`config.mk`:
```
export PLATFORM = sky130hd
export DESIGN_NAME = cnt_delta_accum
export DESIGN_NICKNAME = d
export VERILOG_FILES = /design/src/rtl/cnt_delta_accum.sv
export SDC_FILE = /design/constraint.sdc
export NUM_CORES = 1
export LEC_CHECK = 0
export CORE_ASPECT_RATIO = 0.6
export CORE_MARGIN = 1
export CORE_UTILIZATION = 52
export DETAILED_ROUTE_END_ITERATION = 16
export PLACE_DENSITY = 0.8
export SYNTH_ARGS = -nofsm -noshare
export SYNTH_HDL_FRONTEND = slang
export SYNTH_SLANG_ARGS = --single-unit
```
`constraint.sdc`:
```
create_clock -name clk -period 4.94 [get_ports clk]
set_input_delay 0.494 -clock clk [delete_from_list [all_inputs] [get_ports clk]]
set_output_delay 0.494 -clock clk [all_outputs]
set_load 0.02 [all_outputs]
```
`src/rtl/cnt_delta_accum.sv`:
```
// cnt_delta_accum: samples a 4-bit step counter, rebuilds the per-sample
// increment, accumulates it into a saturating wide total, and reports
// counter wrap-arounds as queued events on a valid/ready handshake.
module cnt_delta_accum #(
   parameter int unsigned CNT_W    = 4,
   parameter int unsigned ACC_W    = 16,
   parameter int unsigned MAX_STEP = 2,
   parameter int unsigned PEND_W   = 4
) (
   input  logic              clk,
   input  logic              rst_n,
   input  logic [CNT_W-1:0]  cnt_i,
   input  logic              sample_en,
   input  logic              clear,
   output logic [ACC_W-1:0]  acc_o,
   output logic              wrap_valid_o,
   input  logic              wrap_ready_i,
   output logic [PEND_W-1:0] wrap_pend_o,
   output logic              step_err_o,
   output logic              acc_sat_o,
   output logic              wrap_drop_o
);

   localparam int unsigned SUM_W = ACC_W + 1;

   typedef enum logic {
      UNPRIMED = 1'b0,
      RUN      = 1'b1
   } state_t;

   // Registered state
   state_t              state_q;
   logic [CNT_W-1:0]    prev_q;
   logic [ACC_W-1:0]    acc_q;
   logic [PEND_W-1:0]   pend_q;
   logic                valid_q;
   logic                step_err_q;
   logic                acc_sat_q;
   logic                wrap_drop_q;

   // Next-state values
   logic [CNT_W-1:0]    delta;
   logic                step_legal;
   logic                take;
   logic                wrap_evt;
   logic                pop;
   logic [SUM_W-1:0]    sum;
   logic [ACC_W-1:0]    acc_d;
   logic                sat_set;
   logic                err_set;
   logic [PEND_W-1:0]   pend_d;
   logic                drop_set;

   // Sequencing: UNPRIMED captures the baseline, RUN follows every sample
   always_ff @(posedge clk) begin
      if (!rst_n || clear) begin
         state_q <= UNPRIMED;
         prev_q  <= '0;
      end else if (sample_en) begin
         prev_q <= cnt_i;
         case (state_q)
            UNPRIMED: state_q <= RUN;
            RUN:      state_q <= RUN;
            default:  state_q <= UNPRIMED;
         endcase
      end
   end

   // Step reconstruction and classification of the current sample
   always_comb begin
      delta      = cnt_i - prev_q;
      step_legal = 32'(delta) <= MAX_STEP;
      take       = sample_en && (state_q == RUN);
      wrap_evt   = take && step_legal && (cnt_i < prev_q);
      pop        = valid_q && wrap_ready_i;
   end

   // Accumulator next value with saturation at all-ones
   always_comb begin
      acc_d   = acc_q;
      sat_set = 1'b0;
      err_set = 1'b0;
      sum     = {1'b0, acc_q} + SUM_W'(delta);
      if (take) begin
         if (!step_legal) begin
            err_set = 1'b1;
         end else if (acc_sat_q || sum[ACC_W]) begin
            acc_d   = '1;
            sat_set = 1'b1;
         end else begin
            acc_d = sum[ACC_W-1:0];
         end
      end
   end

   // Pending wrap-event counter: push on wrap, pop on handshake
   always_comb begin
      pend_d   = pend_q;
      drop_set = 1'b0;
      case ({wrap_evt, pop})
         2'b10: begin
            if (pend_q == '1) begin
               drop_set = 1'b1;
            end else begin
               pend_d = pend_q + PEND_W'(1);
            end
         end
         2'b01:   pend_d = pend_q - PEND_W'(1);
         default: pend_d = pend_q;
      endcase
   end

   // Datapath registers; clear shares the reset path and beats any sample/pop
   always_ff @(posedge clk) begin
      if (!rst_n || clear) begin
         acc_q       <= '0;
         pend_q      <= '0;
         valid_q     <= 1'b0;
         step_err_q  <= 1'b0;
         acc_sat_q   <= 1'b0;
         wrap_drop_q <= 1'b0;
      end else begin
         acc_q       <= acc_d;
         pend_q      <= pend_d;
         valid_q     <= (pend_d != '0);
         step_err_q  <= step_err_q  | err_set;
         acc_sat_q   <= acc_sat_q   | sat_set;
         wrap_drop_q <= wrap_drop_q | drop_set;
      end
   end

   assign acc_o        = acc_q;
   assign wrap_valid_o = valid_q;
   assign wrap_pend_o  = pend_q;
   assign step_err_o   = step_err_q;
   assign acc_sat_o    = acc_sat_q;
   assign wrap_drop_o  = wrap_drop_q;

endmodule

```
# After elaboration in Yosys (flattened, before gate mapping)
# Index checks and enable logic that the tools add are counted.
# word_totals
ff_bits	29
inputBits	9
out_inout_bits	24
# op_classes
add_sub_neg	4
magnitude_cmp	2
eq_ne	3
mux	10
bitwise_logic	3
n_reduce_logical	9
# op_table
operator	count
adder 16 x 4 -> 17 bit	1
2-to-1 mux 16 bit	1
one-hot mux 4 bit (2 select lines)	1
2-to-1 mux 1 bit	7
adder 4 x 1 -> 4 bit, second input constant	1
== test 4 bit, second input constant	1
<= comparator 4 x 2 -> 1 bit, second input constant	1
logical AND 1 bit	4
less-than comparator 4 bit	1
2-to-1 mux 4 bit	1
nonzero test 4 bit	1
subtractor 4 x 1 -> 4 bit, second input constant	1
subtractor 4 bit	1
OR 1 bit	3
== test 2 x 1 -> 1 bit, second input constant	1
== test 2 bit, second input constant	1
logical OR 1 bit	2
AND reduction 2 bit	1
zero test 1 bit	1

# Depth between registers and ports, before layout
# Gate-level depths: netlist (run 1).
# depth
word_depth	7
mapped_depth	16

# Worst setup path after synthesis (run 1)
# No wires, ideal clock.
# synth_path
path_type	input to register
from	input port cnt_i[0]
to	register valid_q (netlist: wrap_valid_o)
arrival_ns	3.803
required_ns	4.806
slack_ns	1.003
cell_stages	16
path_buffers	2
path_cell_list	inv_1 > ha_1 > inv_1 > fa_1 > nor2b_1 > nor3_1 > o21a_1 > buf_1 > nand2_1 > ha_1 > clkbuf_1 > nor2_1 > mux2_1 > a222oi_1 > nor2_1 > or4_1
# synth_via
elab_chain_len	7
elab_cells_between_ends	9
classes_between	add/sub (1); order compare (2); eq/ne (2); mux (1); reduce/logical (3)
# synth_rtl
item	line	text
start, declared	12	input logic [CNT_W-1:0] cnt_i,
subtractor 4 bit	71	delta = cnt_i - prev_q;
<= comparator 4 x 2 -> 1 bit	72	step_legal = 32'(delta) <= MAX_STEP;
logical AND 1 bit	74	wrap_evt = take && step_legal && (cnt_i < prev_q);
logical AND 1 bit *	74	
== test 2 x 1 -> 1 bit or == test 2 bit (tied branches)	100	case ({wrap_evt, pop})
one-hot mux 4 bit (2 select lines) *	100	
nonzero test 4 bit *	125	valid_q <= (pend_d != '0);
end signal, assigned	125	
end, declared	36	logic valid_q;
# Every way passes the cells marked *; elsewhere a longest branch is shown, timed or not.
# A chain may end at the register's enable or synchronous reset.

# Worst setup path after layout (run 1)
# Ends and elaborated chain as after synthesis.

==> impl_metrics.tcl, run 1 <==
set metrics [dict create \
    fin_util_pct 72.47 \
    tns_ps 0 \
    ys.flop_type "dfxtp_1" \
    first_pass_iters 5 \
    status "complete, no violations" \
    cts_tree "done" \
    ant_nets 0 \
    synth_edf_count 0 \
    fin_crit_ps 4162 \
    fp.dieArea_um2 3647 \
    initial_utilization_pct 58.19 \
    post-place-cells 274 \
    synth_top_family_by_area "compound AO/OA/AOI/OAI gates" \
    synthesis.area_um2 1769 \
    cap_violations 0 \
    cts_buffer_depth 2 \
    total_power_w 0.0004790 \
    gr-total-overflow 0 \
    vias 1720 \
    insertion_delay_ps 280 \
    dpl.hpwl_mm 3.190 \
    port_buffers 32 \
    yosys_register_bits 29 \
    drtIter0Drc 204 \
    worstPathArrival_ps 4310 \
    die_h_um 47.18 \
    place_ws_ps 542.5 \
    setup_violations 0 \
    grt_pass1_wl_mm 7.196 \
    syn_to_final_growth_pct 24.54 \
    layout_setup_ws_ps 777.7 \
    worst_pin_slew_ps 825.0 \
    post_drt_wl_per_cell_um 15.42 \
    fp.dieW_um 77.30 \
    yosysTopAreaCellShare_pct 32.81 \
    num_io_pins 33 \
    avgSynthCellArea_um2 8.547 \
    synth_xor_area_share_pct 1.485 \
    grt.busiest_layer "met2" \
    hp-class "reg2reg" \
    fin_crit_sh_pct 84.26 \
    synth_warnings 0 \
    synth_area_leader_cell "dfxtp_1" \
    start_kind "input port" \
    numCtsBuffers 5 \
    power.leakage_nw 0.8552 \
    yosys.area_share.simple_pct 19.59 \
    yosys.area_share.adder_pct 10.75 \
    synth_cells 207 \
    clock-sinks 29 \
    power_density_nw_per_um2 217.4 \
    cp_max_fo 14 \
    post_cts_buffers 0 \
    core_um2 3040 \
    grt_pass1_vias 1565 \
    crit_type "in2reg" \
    slew_headroom_pct 44.76 \
    netlist-cell-type-count 53 \
    synthMuxAreaShare_pct 3.536 \
    cts.repair.resized 0 \
    grt_max_degree 20 \
    ys_seq_area_share_pct 32.81 \
    synth_common_cells "29 x dfxtp_1, 20 x a21oi_1, 19 x nor2_1" \
    yosysMostFrequentCell "dfxtp_1" \
    htree_num_levels 2 \
    post-route-drc-count 0 \
    fin_skew_ps 5.307 \
    max_freq_mhz 240.3 \
    nFillCells 257 \
    cts-root-buf "clkbuf_8" \
    rows 15 \
    drt-total-wl_mm 4.333 \
    fin_nets 262 \
    async_flop_share_pct 0 \
    synth_compound_area_share_pct 26.59 \
    diodes 0 \
    syn-num-nets 230 \
    place_congestion 0.8878 \
    rsz0062_at_grt "no" \
    grt_use_total_pct 26.48 \
    critPathRequiredTime_ps 5090 \
    hold_viol 0 \
    end_kind "flop" \
    cts.clk_slew.worst_paths_ps 60 \
    antenna_found_initial 0 \
    routed_via_density 6.121 \
    fin_cells 281 \
    grtUsageMet3_pct 8.738 \
    synthTopCellsByArea "dfxtp_1 33%, ha_1 8.5%, a21oi_1 5.7%, nor2_1 4.0%, nand3_1 3.7%" \
    ir_worst_vdd_uv 180.6 \
    use_met2_pct 40.71 \
    cts_hold_buf 0 \
    met1_usage_pct 34.42 \
    slew_viol_final 0 \
    layout-drive-gt1-share_pct 5.858 \
]
-- state kept, by name, indices dropped and copies added, names as in the netlist --
register,count
state_q,1
wrap_drop_o,1
wrap_pend_o,4
prev_q,4
acc_o,16
acc_sat_o,1
wrap_valid_o,1
step_err_o,1
-- metrics by stage --
step / hold slack, ps / instance area (µm²)
after floorplan: 457.1 / 1769
after global placement: 458.3 / 2117
after detailed placement: 464.8 / 2117
after CTS: 480.8 / 2203
after global routing: 507.9 / 2203
final: 478.2 / 2203
-- cells in the final DEF, fill, tap and decap left out, types with 3 or more instances in the layout --
cell type / instances
clkdlybuf4s50_1: 32
dfxtp_1: 29
a21oi_1: 20
nor2_1: 19
inv_1: 16
nand3_1: 13
ha_1: 12
nand2_1: 8
nor3_1: 7
o21ai_0: 7
clkbuf_8: 6
nor2b_1: 5
o221a_1: 5
mux2i_1: 4
a21o_1: 3
o21ai_1: 3
a311oi_1: 3
a31oi_1: 3
-- worst paths after layout --
| check | to | slack, ps | from | cells after the start |
|---|---|---|---|---|
| hold / removal | wrap_drop_o | 480 | wrap_drop_o | 2 |
| setup reg to reg | wrap_valid_o | 1190 | prev_q[0] | 14 |
| setup / recovery | wrap_valid_o | 780 | cnt_i[0] | 16 |
| hold reg to reg | wrap_drop_o | 480 | wrap_drop_o | 2 |
-- final cells by class --
| class | instances | area [µm²] | area share (%) |
|---|---|---|---|
| inverters | 16 | 60.06 | 2.726 |
| clock buffers | 7 | 86.33 | 3.918 |
| well taps | 42 | 52.55 | 2.385 |
| repair buffers | 33 | 327.8 | 14.88 |
| flip-flops and latches | 29 | 580.6 | 26.35 |
| multi-input cells | 154 | 1096 | 49.74 |
-- cells by family after synthesis --
group / after synthesis
xor+xnor: 3
fa+ha+maj: 14
flops: 29
mux: 6
buf+inv: 24
compound gates: 64
simple gates: 67
-- power by group --
group          leakage, nW  switching [W]  internal [W]
combinational        0.577      0.0000251     0.0000201
clock               0.0443      0.0000867      0.000110
sequential           0.234     0.00000116      0.000236
-- per-layer routing --
| metal | vias to the layer above | part of all wire (%) |
|---|---|---|
| met5 | - | 0 |
| met4 | 0 | 1.6 |
| met3 | 9 | 7.6 |
| met2 | 75 | 43 |
| met1 | 802 | 48 |
| li1 | 834 | - |
-- critical path, stage by stage --
cell	delay, ps
clkdlybuf4s50_1	470
inv_1	40
ha_1	210
inv_1	70
fa_1	470
nor2b_1	180
nor3_1	220
o21a_1	190
buf_4	220
nand2_1	90
ha_1	420
nor2_1	70
mux2_1	290
a222oi_1	220
nor2_1	90
or4_1	550
No activity file was read; power rests on OpenSTA's default activity.
==> inputs of run 2 (changes only) <==
clock period = 4.05 ns   (was 4.94 ns; I/O delays follow)
==> impl_metrics.tcl, run 2 (synthesized netlist as in run 1, its figures left out) <==
set metrics [dict create \
    dpl.hpwl_mm 3.343 \
    cts_hold_buf 0 \
    final_common_cell "clkdlybuf4s50_1" \
    vias 1769 \
    min_path_cells 2 \
    intPower_w 0.0004652 \
    status "complete, no violations" \
    fin_nets 264 \
    largest_register_ffs 16 \
    die_h_um 47.18 \
    r2r_start "prev_q[0]" \
    hold_viol 0 \
    cts_buffer_depth 2 \
    cap_violations 0 \
    post-route-drc-count 0 \
    ir_worst_vdd_uv 146.6 \
    tns_ps 0 \
    drt-total-wl_mm 4.488 \
    reg2reg_depth 13 \
    stdcell_area_um2 2233 \
    core_um2 3040 \
    crit_type "in2reg" \
    grt_pass1_wl_mm 7.127 \
    cts.clk_slew.worst_paths_ps 70 \
    ant_nets 0 \
    syn_to_final_growth_pct 26.24 \
    setup_violations 0 \
    grt_pass1_vias 1515 \
    rsz0062_at_grt "no" \
    min_from "step_err_o" \
    crit_path_top_delay_cell "or4_1" \
    p_clk_share_pct 43.7 \
    gr-total-overflow 0 \
    grt_use_total_pct 26.23 \
    layout-drive-gt1-share_pct 7.438 \
    worst_pin_slew_ps 816.1 \
    initial_utilization_pct 58.19 \
    max_freq_mhz 273.1 \
    final_cell_mix "32 x clkdlybuf4s50_1, 29 x dfxtp_1, 20 x a21oi_1" \
    antenna_found_initial 0 \
    fin_skew_ps 6.475 \
    power.switching_w 0.0001450 \
    cp_cell_sequence "clkdlybuf4s50_1 > inv_1 > ha_1 > inv_1 > fa_1 > nor2b_1 > nor3_1 > o21a_1 > nand2_1 > ha_1 > nor2_1 > mux2_1 > a222oi_1 > nor2_1 > or4_1" \
    first_pass_iters 5 \
    fin_crit_sh_pct 90.42 \
    fp.dieW_um 77.30 \
    worstPathArrival_ps 3820 \
    clock-sinks 29 \
    hp-class "reg2reg" \
    insertion_delay_ps 280 \
    grt_max_degree 20 \
    drtIter0Drc 274 \
    start_kind "input port" \
    num_io_pins 33 \
    routed_via_density 6.229 \
    rows 15 \
    htree_num_levels 2 \
    post_drt_wl_per_cell_um 15.80 \
    cts_tree "done" \
    combPwrFrac_pct 8.9 \
    slowest_delay_ps 530 \
    cts.repair.resized 0 \
    diodes 0 \
    postPlaceCellArea_um2 2132 \
    fp.dieArea_um2 3647 \
    rrSetupSlack_ps 700 \
    power_density_nw_per_um2 273.2 \
    critPathRequiredTime_ps 4210 \
    power.leakage_nw 0.8747 \
    critPathBufInv 3 \
    cts-root-buf "clkbuf_8" \
    slew_headroom_pct 45.48 \
    min_delay_worst_endpoint "step_err_o" \
    place_congestion 0.9186 \
    fin_crit_ps 3662 \
    end_kind "flop" \
    cp_max_fo 3 \
    slew_viol_final 0 \
    r2r_end "wrap_valid_o" \
    cp_top_family "simple AND/OR/NAND/NOR gates" \
    numCtsBuffers 5 \
    port_buffers 32 \
    seqPwrFrac_pct 47.3 \
    sw_frac_of_total_pct 23.76 \
    post_cts_buffers 0 \
]
==> run 2: cell type report <==
cell class / count / area [µm²]
sequential: 29 / 580.6
clock inverter: 1 / 5.005
multi-input combinational: 154 / 1096
fill: 249 / 807.0
timing repair buffer: 35 / 342.8
tap: 42 / 52.55
clock buffer: 7 / 96.34
inverter: 16 / 60.06
==> run 2: routing by layer <==
layer / part of all wire (%) / vias to the layer above / global-route usage, %
li1: - / 831 / -
met5: 0 / - / 0
met3: 8.2 / 22 / 7.379
met1: 45 / 822 / 33.33
met4: 1.6 / 0 / 6.415
met2: 45 / 94 / 45.66
==> run 2: worst max path at each step <==
stage / to / cells after the start / start
detailed placement: wrap_valid_o / 15 / cnt_i[0]
global placement: wrap_valid_o / 15 / cnt_i[0]
CTS: wrap_valid_o / 15 / cnt_i[0]
global route: wrap_valid_o / 15 / cnt_i[0]
floorplan: wrap_valid_o / 16 / cnt_i[0]
finish: wrap_valid_o / 15 / cnt_i[0]
==> run 2: worst min-delay path, cell delays in order (launching register included) <==
cell and delay [ps]:
dfxtp_1 340, a31oi_1 50, nor2_1 70
==> run 2: power groups by stage <==
stage	registers (W)	logic (W)	clock network, W
2_1_floorplan	0.000295	0.0000357	0
3_3_place_gp	0.000295	0.0000523	0
3_5_place_dp	0.000295	0.0000540	0
4_1_cts	0.000289	0.0000545	0.000267
5_1_grt	0.000289	0.0000599	0.000285
6_report	0.000289	0.0000545	0.000267
==> run 2: through the flow <==
stage | total power [W] | hold slack, ps | instances | util [%] | worst slack, ps
after floorplan | 0.0003309 | 457.1 | 207 | - | 201.9
after global placement | 0.0003473 | 458.3 | 276 | 70.12 | 212.4
after detailed placement | 0.0003492 | 462.5 | 276 | 70.12 | 96.24
after CTS | 0.0006104 | 495.8 | 284 | 73.46 | 378.6
after global routing | 0.0006343 | 544.7 | 284 | 73.46 | 177.2
final | 0.0006102 | 493.9 | 284 | 73.46 | 388.0
